[src/rtl/mc_control_fsm.sv]
// Multicycle control unit: sequences fetch/decode/execute/memory/writeback and drives datapath selects.
// Latency 3-5 cycles per instruction; memory states stall until memReady, reset aborts without retiring.
module mc_control_fsm #(
  parameter int OPW  = 6,
  parameter int CNTW = 32
) (
  input  logic            clk,
  input  logic            reset,
  input  logic [OPW-1:0]  opcode,
  input  logic            zero,
  input  logic            memReady,
  output logic            memRead,
  output logic            memWrite,
  output logic            iord,
  output logic            irWrite,
  output logic            pcWrite,
  output logic [1:0]      pcSrc,
  output logic            aluSrcA,
  output logic [1:0]      aluSrcB,
  output logic [1:0]      aluOp,
  output logic            regWrite,
  output logic [1:0]      regDst,
  output logic [1:0]      wbSrc,
  output logic            illegalOp,
  output logic [2:0]      state,
  output logic [CNTW-1:0] instret
);

  localparam logic [2:0] S_FETCH  = 3'd0;
  localparam logic [2:0] S_DECODE = 3'd1;
  localparam logic [2:0] S_EXEC   = 3'd2;
  localparam logic [2:0] S_MEMRD  = 3'd3;
  localparam logic [2:0] S_MEMWR  = 3'd4;
  localparam logic [2:0] S_WB     = 3'd5;
  localparam logic [2:0] S_BRANCH = 3'd6;
  localparam logic [2:0] S_JUMP   = 3'd7;

  localparam logic [OPW-1:0] OP_R    = OPW'(0);
  localparam logic [OPW-1:0] OP_ADDI = OPW'(1);
  localparam logic [OPW-1:0] OP_LW   = OPW'(2);
  localparam logic [OPW-1:0] OP_SW   = OPW'(3);
  localparam logic [OPW-1:0] OP_BEQ  = OPW'(4);
  localparam logic [OPW-1:0] OP_J    = OPW'(5);
  localparam logic [OPW-1:0] OP_JAL  = OPW'(6);
  localparam logic [OPW-1:0] OP_JR   = OPW'(7);

  logic [2:0]      state_q, state_d;
  logic [OPW-1:0]  op_q, op_d;
  logic [CNTW-1:0] instret_q, instret_d;
  logic            retire;

  always_ff @(posedge clk or negedge reset) begin
    if (!reset) begin
      state_q   <= S_FETCH;
      op_q      <= '0;
      instret_q <= '0;
    end else begin
      state_q   <= state_d;
      op_q      <= op_d;
      instret_q <= instret_d;
    end
  end

  always_comb begin
    state_d = state_q;
    op_d    = op_q;
    retire  = 1'b0;
    case (state_q)
      S_FETCH: if (memReady) state_d = S_DECODE;
      S_DECODE: begin
        op_d = opcode;
        case (opcode)
          OP_R, OP_ADDI, OP_LW, OP_SW: state_d = S_EXEC;
          OP_BEQ:                      state_d = S_BRANCH;
          OP_J, OP_JAL, OP_JR:         state_d = S_JUMP;
          default:                     state_d = S_FETCH;
        endcase
      end
      S_EXEC: begin
        case (op_q)
          OP_R, OP_ADDI: state_d = S_WB;
          OP_LW:         state_d = S_MEMRD;
          OP_SW:         state_d = S_MEMWR;
          default:       state_d = S_FETCH;
        endcase
      end
      S_MEMRD: if (memReady) state_d = S_WB;
      S_MEMWR: begin
        if (memReady) begin
          state_d = S_FETCH;
          retire  = 1'b1;
        end
      end
      S_WB, S_BRANCH, S_JUMP: begin
        state_d = S_FETCH;
        retire  = 1'b1;
      end
      default: state_d = S_FETCH;
    endcase
    instret_d = instret_q + CNTW'(retire);
  end

  always_comb begin
    memRead   = 1'b0;
    memWrite  = 1'b0;
    iord      = 1'b0;
    irWrite   = 1'b0;
    pcWrite   = 1'b0;
    pcSrc     = 2'b00;
    aluSrcA   = 1'b0;
    aluSrcB   = 2'b00;
    aluOp     = 2'b00;
    regWrite  = 1'b0;
    regDst    = 2'b00;
    wbSrc     = 2'b00;
    illegalOp = 1'b0;
    case (state_q)
      S_FETCH: begin
        memRead = 1'b1;
        aluSrcB = 2'b01;
        irWrite = memReady;
        pcWrite = memReady;
      end
      S_DECODE: begin
        // ALU precomputes the branch target while the opcode is decoded
        aluSrcB   = 2'b11;
        illegalOp = (opcode > OP_JR);
      end
      S_EXEC: begin
        aluSrcA = 1'b1;
        if (op_q == OP_R) begin
          aluSrcB = 2'b00;
          aluOp   = 2'b10;
        end else begin
          aluSrcB = 2'b10;
          aluOp   = 2'b00;
        end
      end
      S_MEMRD: begin
        memRead = 1'b1;
        iord    = 1'b1;
      end
      S_MEMWR: begin
        memWrite = 1'b1;
        iord     = 1'b1;
      end
      S_WB: begin
        regWrite = 1'b1;
        regDst   = (op_q == OP_R)  ? 2'b01 : 2'b00;
        wbSrc    = (op_q == OP_LW) ? 2'b01 : 2'b00;
      end
      S_BRANCH: begin
        aluSrcA = 1'b1;
        aluOp   = 2'b01;
        pcSrc   = 2'b01;
        pcWrite = zero;
      end
      S_JUMP: begin
        pcWrite = 1'b1;
        pcSrc   = (op_q == OP_JR) ? 2'b11 : 2'b10;
        if (op_q == OP_JAL) begin
          regWrite = 1'b1;
          regDst   = 2'b10;
          wbSrc    = 2'b10;
        end
      end
      default: ;
    endcase
  end

  assign state   = state_q;
  assign instret = instret_q;

endmodule

[config.mk]
export PLATFORM = sky130hd
export DESIGN_NAME = mc_control_fsm
export DESIGN_NICKNAME = d
export VERILOG_FILES = /design/src/rtl/mc_control_fsm.sv
export SDC_FILE = /design/constraint.sdc
export NUM_CORES = 1
export LEC_CHECK = 0
export CORE_MARGIN = 5
export CORE_UTILIZATION = 25
export DETAILED_ROUTE_END_ITERATION = 16
export PLACE_DENSITY = 0.56
export SLEW_MARGIN = 20
export SYNTH_ARGS = -nofsm -noshare
export SYNTH_HDL_FRONTEND = slang
export SYNTH_SLANG_ARGS = --single-unit
export TNS_END_PERCENT = 10
[constraint.sdc]
create_clock -name clk -period 3.6 [get_ports clk]
set_input_delay 0.36 -clock clk [delete_from_list [all_inputs] [get_ports clk]]
set_output_delay 0.36 -clock clk [all_outputs]
set_load 0.02 [all_outputs]
==> results of run 1 <==
-- cell type report --
| cell class | count | area, um2 |
|---|---|---|
| inverter | 3 | 11.3 |
| timing repair buffer | 62 | 616 |
| fill | 803 | 5230 |
| clock buffer | 5 | 68.8 |
| tap | 105 | 131 |
| sequential | 41 | 1030 |
| multi-input combinational | 141 | 983 |
| clock inverter | 3 | 68.8 |
-- metal layers --
metal  share of wire, %  track usage (%)
met1                 44             12.5
met2                 48             15.0
met3                7.3             4.57
met4               0.49             2.18
met5                  0                0
-- how the worst min path moves through the flow --
stage          slack, ns             startpoint                     to
2_1_floorplan       0.06                  reset   instret[0]$_DFF_PN0_
3_3_place_gp        0.46  instret[31]$_DFF_PN0_  instret[31]$_DFF_PN0_
3_5_place_dp        0.46  instret[31]$_DFF_PN0_  instret[31]$_DFF_PN0_
4_1_cts             0.23                  reset  instret[31]$_DFF_PN0_
5_1_grt             0.27                  reset  instret[31]$_DFF_PN0_
6_report            0.19                  reset  instret[31]$_DFF_PN0_
-- state kept, by name, summed over array words and instances (netlist names) --
signal,flops
op_q,6
instret,32
state,3
-- synth_stat cells (4+ instances only) --
library cell / instances
dfrtp_1: 41
xor2_1: 16
nand2_1: 15
nor2_1: 15
xnor2_1: 14
nor3_1: 10
and3_1: 9
nand4_1: 9
nand3_1: 7
a21oi_1: 6
mux2_2: 6
nor4_2: 4
-- stage by stage --
stage / setup slack, ns / total power, mW / utilization (%)
after CTS: 0.817 / 1.47 / 35.7
after global placement: 1.00 / 1.02 / 34.0
final: 0.846 / 1.45 / 35.7
after floorplan: 1.19 / 0.831 / -
after global routing: 0.751 / 1.53 / 35.7
after detailed placement: 0.964 / 1.02 / 34.0
-- worst max-delay path: stages (launching register included) --
cell	delay (ns)
dfrtp_1	0.42
or4_4	0.55
or3_4	0.36
nor3_2	0.15
clkdlybuf4s50_1	0.62
-- power by group through the flow --
stage	clock, mW	sequential, mW	combinational (mW)
2_1_floorplan	0	0.603	0.228
5_1_grt	0.479	0.619	0.432
3_5_place_dp	0	0.614	0.404
3_3_place_gp	0	0.614	0.404
4_1_cts	0.460	0.606	0.405
6_report	0.448	0.603	0.399
-- cell families after synthesis --
kind of cell | count (synthesis) | share of synthesized area [%]
AO/OA/AOI/OAI | 14 | 4.08
XOR/XNOR | 30 | 12.8
adder cells (fa/ha/maj) | 3 | 1.83
buffers and inverters | 9 | 2.25
flip-flops | 41 | 49.9
multiplexers | 6 | 3.29
AND/OR/NAND/NOR | 88 | 25.9
==> summary.txt, run 1 <==
Outcome
  – Status: finished clean

Logic synthesis
  – Number of flops mapped to enable cells by yosys: 0
  – Yosys top cell area share: between 40% and 50%
  – Post-Synthesis Cells: 191
  – Synth area leader: dfrtp_1
  – Seq cells post-synth: 41
  – Synth Cell Area: roughly 2100 um2
  – Dominant synthesized flop cell: dfrtp_1
  – Async set-reset flop share out of synthesis: 100%
  – Sequential fraction of the synthesis area: 49.9%
  – Syn avg cell area: roughly 11 um2
  – Top cells by area, synth: dfrtp_1 (50%), xor2_1 (6.8%), xnor2_1 (6.0%)
  – YS warnings: 0
  – Syn Nets: 204
  – Yosys cell types: 35

Clocking
  – Cts-stage hold buffer count: 0
  – CTS Sinks: slightly above 40
  – Clock root buffer: clkbuf_8
  – # H-tree levels: 2
  – Post-CTS sizing: 0
  – Clock Latency Late Sink: 0.29 ns
  – Post-CTS Setup Repair Bufs: 0
  – CTS tree: done
  – TritonCTS Buffers: 5
  – CTS clk-pin slew, worst paths: 0.09 ns
  – Max clock buf depth: 2

Placed design
  – Placed cell area: between 2000 and 3000 um2
  – Placed insts: ~350
  – Post-DP HPWL: 3580 um
  – GPL Wtd Cong: ~0.74
  – PortBufs: between 60 and 70

STA
  – Least-Margin Pin Slew: between 0.9 and 1 ns
  – Final worst path period share: between 70 and 80%
  – Max frequency: 363 MHz
  – Final hold vios: 0
  – RSZ-0062 raised after global routing: false
  – Post-Route Skew: 0.00770 ns
  – Final Max Slew Viols: 0
  – Final Critical Period: 2.75 ns
  – Final setup viols: 0
  – Headroom to the max-slew limit: roughly two fifths
  – Setup tns final: 0 ns
  – Hold slack: 0.189 ns

Setup path
  – Worst Path Required: between 3 and 4 ns
  – Crit path from: op_q[2]$_DFFE_PN0P_
  – Worst reg2reg path endpoint: instret[16]$_DFF_PN0_
  – Crit path launch type: flop
  – Crit path DAT: ~2.4 ns
  – CP Capture Type: output port
  – Worst Reg2Reg Path Length in Cells: 8
  – Worst reg2reg setup slack: roughly 1.2 ns
  – CP max FO: 5
  – Critical path class: reg -> out
  – Critical path endpoint: aluOp[1]
  – RR Startpoint: state[0]$_DFFE_PN0P_

Pwr
  – Clock power frac: 30.9%
  – Reg power frac: around two fifths
  – Leak Pwr: 1.28 nW
  – Pint: approximately 0.99 mW
  – Logic pwr share: 27.5%
  – Sw frac: 31.4%
  – Pwr Density: between 400 and 500 nW/um2
  – VDD IR-drop max: about 330 uV
  – Switching Power: roughly 0.46 mW

Floorplanning
  – Initial Util: approximately 25%
  – Die X: around 100 um
  – IO Pins: 63
  – # rows: 33
  – DIE HEIGHT: between 100 and 150 um
  – Area of the die: approximately 10,000 um2
  – Core area: between 8000 and 9000 um2

Finish
  – Finished Layout Cells: 360
  – Commonest non-fill, non-tap cells in the layout: clkdlybuf4s50_1 (61), dfrtp_1 (41), xor2_1 (16), nand2_1 (15), nor2_1 (15)
  – Area growth, synth to finish: 41.3%
  – Commonest non-fill, non-tap cell in the layout: clkdlybuf4s50_1
  – N_diodes: 0
  – Final Instance Area: around 2900 um2
  – Nets: 267
  – Layout cells sized above 1: between 10% and 20%

Detailed routing
  – DRC errors left: 0
  – Routed Antenna Nets: 0
  – Routed WL: about 4700 um
  – Via/cell ratio: 4.57
  – 1st-iter DRT viols: 40
  – Vias: roughly 1.6k
  – Wire per inst: about 13 um
  – 1st-pass router iterations: 4

Global routing
  – Global-route wire length before repair: 7970 um
  – Largest net degree at the start of global routing: 42
  – GRT overflow: 0
  – Antenna violations before repair: 0
  – Vias in the first global route: 1,619
  – Overall routing resource usage: under 10%

Worst hold path
  – Worst hold-check path type: in -> async

Flow run
  – Max-cap violation count: 0
No activity file was read; power rests on OpenSTA's default activity.
==> run 2: changes to the inputs <==
==> constraint.sdc (replaced) <==
create_clock -name clk -period 2.9 [get_ports clk]
set_input_delay 0.29 -clock clk [delete_from_list [all_inputs] [get_ports clk]]
set_output_delay 0.29 -clock clk [all_outputs]
set_load 0.02 [all_outputs]
==> run 2 against run 1 <==
Clock skew up 0.0047 ns; non-clock buffer count rose by 2; flip-flop and latch count did not move; power is 13% higher; critical endpoint unchanged; largest cell class unchanged; largest power group unchanged; highest routed layer unchanged.
==> summary.txt, run 2 (synthesized netlist as in run 1, its figures left out) <==
Outcome
  – Status: finished clean (unchanged)

Floorplanning
  – Core area: 8130 um2 (unchanged)
  – IO Pins: 63 (unchanged)
  – DIE HEIGHT: 101 um (unchanged)
  – Die X: 101 um (unchanged)
  – # rows: 33 (unchanged)
  – Initial Util: 25.3% (unchanged)
  – Area of the die: 10,100 um2 (unchanged)

Setup path
  – Slowest-stage cell, CP: clkdlybuf4s50_1 (unchanged)
  – CP max FO: 5 (unchanged)
  – Crit path from: op_q[2]$_DFFE_PN0P_ (unchanged)
  – CP Capture Type: output port (unchanged)
  – Critical path endpoint: aluOp[1] (unchanged)
  – Worst reg2reg path endpoint: instret[14]$_DFF_PN0_ (was instret[16]$_DFF_PN0_)
  – Crit path launch type: flop (unchanged)
  – Worst Reg2Reg Path Length in Cells: 8 (unchanged)
  – CP cell instances: or4_4 -> or3_4 -> nor3_2 -> clkdlybuf4s50_1 (unchanged)
  – Slowest stage delay, CP: 0.62 ns (about the same)
  – Worst Path Required: 2.61 ns (was 3.24 ns)
  – RR Startpoint: state[0]$_DFFE_PN0P_ (unchanged)
  – Worst reg2reg setup slack: 0.58 ns (was 1.24 ns)
  – Critical path class: reg -> out (unchanged)
  – Crit path DAT: 2.39 ns (about the same)

Clocking
  – CTS Sinks: 41 (unchanged)
  – Max clock buf depth: 2 (unchanged)
  – Clock Latency Late Sink: 0.29 ns (about the same)
  – Post-CTS Setup Repair Bufs: 0 (unchanged)
  – TritonCTS Buffers: 5 (unchanged)
  – Cts-stage hold buffer count: 0 (unchanged)
  – CTS tree: done (unchanged)
  – Post-CTS sizing: 0 (unchanged)
  – CTS clk-pin slew, worst paths: 0.08 ns (was 0.09 ns)
  – Clock root buffer: clkbuf_8 (unchanged)
  – # H-tree levels: 2 (unchanged)

Placed design
  – GPL Wtd Cong: 0.740 (was 0.745)
  – Post-DP HPWL: 3570 um (was 3580 um)
  – Placed insts: 354 (was 352)
  – PortBufs: 62 (unchanged)

STA
  – Least-Margin Pin Slew: 0.911 ns (was 0.909 ns)
  – Max frequency: about 370 MHz
  – Headroom to the max-slew limit: 39.3% (was 39.4%)
  – Hold slack: 0.126 ns (was 0.189 ns)
  – Final setup viols: 0 (unchanged)
  – Final Critical Period: approximately 2.7 ns
  – Final Max Slew Viols: 0 (unchanged)
  – Final worst path period share: a little over 90%
  – Setup tns final: 0 ns (unchanged)
  – RSZ-0062 raised after global routing: false (unchanged)
  – Post-Route Skew: 0.0124 ns (was 0.00770 ns)
  – Final hold vios: 0 (unchanged)

Detailed routing
  – Routed Antenna Nets: 0 (unchanged)
  – 1st-pass router iterations: 4 (unchanged)
  – DRC errors left: 0 (unchanged)
  – Via/cell ratio: 4.48 (was 4.57)
  – Vias: 1,621 (was 1,646)
  – 1st-iter DRT viols: 40 (unchanged)
  – Routed WL: 4780 um (was 4730 um)
  – Wire per inst: 13.2 um (was 13.1 um)

Pwr
  – Pwr Density: 571 nW/um2 (was 499 nW/um2)
  – Tot Pwr: 1.64 mW (was 1.45 mW)
  – Leak Pwr: 1.27 nW (was 1.28 nW)
  – VDD IR-drop max: 390 uV (was 333 uV)

Flow run
  – Max-cap violation count: 0 (unchanged)

Global routing
  – Grt peak-use layer: met2 (unchanged)
  – Overall routing resource usage: 10.0% (was 9.76%)
  – Met1 usage: 13.6% (was 12.5%)
  – GRT overflow: 0 (unchanged)
  – Global-route wire length before repair: 8290 um (was 7970 um)
  – Vias in the first global route: 1,667 (was 1,619)
  – Largest net degree at the start of global routing: 42 (unchanged)
  – GR Util met3: 3.88% (was 4.57%)
  – GR Util met2: 14.9% (was 15.0%)
  – Antenna violations before repair: 0 (unchanged)

Worst hold path
  – Worst hold-check path type: in -> async (unchanged)

Finish
  – Layout cells sized above 1: 12.5% (was 11.8%)
  – Commonest non-fill, non-tap cell in the layout: clkdlybuf4s50_1 (unchanged)
  – Nets: 269 (was 267)
  – Area growth, synth to finish: 40.0% (was 41.3%)
  – Post-layout util: 35.4% (was 35.7%)
  – Commonest non-fill, non-tap cells in the layout: clkdlybuf4s50_1 (61), dfrtp_1 (41), xor2_1 (16), nand2_1 (15), nor2_1 (15) (unchanged)
  – Finished Layout Cells: 362 (was 360)
  – N_diodes: 0 (unchanged)
  – Largest register FFs: 32 (unchanged)
[run 2: cell count changes in the layout (fill, tap and decap cells not counted), sizes merged]
cell	change
buf	+2
clkinv	+2
inv	-1
clkbuf	+1
bufinv	-2
[run 2: layer usage]
metal | vias to the layer above | routed length [um]
li1 | 807 | -
met4 | 0 | 49
met1 | 761 | 2210
met5 | - | 0
met2 | 47 | 2170
met3 | 6 | 342
[run 2: how the worst min path moves through the flow]
stage,start,endpoint,slack [ns]
2_1_floorplan,reset,instret[0]$_DFF_PN0_,-0.006
3_3_place_gp,instret[31]$_DFF_PN0_,instret[31]$_DFF_PN0_,0.46
3_5_place_dp,instret[31]$_DFF_PN0_,instret[31]$_DFF_PN0_,0.47
4_1_cts,reset,instret[31]$_DFF_PN0_,0.16
5_1_grt,reset,instret[29]$_DFF_PN0_,0.21
6_report,reset,instret[31]$_DFF_PN0_,0.13
[run 2: final cells by class]
cell class | instances | area (um2)
Sequential cell | 41 | 1030
Timing Repair Buffer | 64 | 631
Clock buffer | 6 | 82.6
Multi-Input combinational cell | 141 | 983
Tap cell | 105 | 131
Inverter | 3 | 11.3
Fill cell | 799 | 5260
Clock inverter | 2 | 13.8
[run 2: stage by stage]
step / cell area [um2] / worst slack (ns)
2_1_floorplan: 2060 / 0.486
3_3_place_gp: 2780 / 0.365
3_5_place_dp: 2780 / 0.350
4_1_cts: 2880 / 0.189
5_1_grt: 2880 / 0.127
6_report: 2880 / 0.220
[run 2: critical path: cells and delay by family, from the launching register on]
family / cells / cell delay, ns
simple gates: 3 / 1.07
flops: 1 / 0.42
buf+inv: 1 / 0.62
[run 2: report_power, final]
group / leakage (nW) / internal [mW] / switching [mW]
clock: 0.0512 / 0.193 / 0.198
sequential: 0.548 / 0.644 / 0.0941
combinational: 0.675 / 0.249 / 0.263
total: 1.27 / 1.09 / 0.556
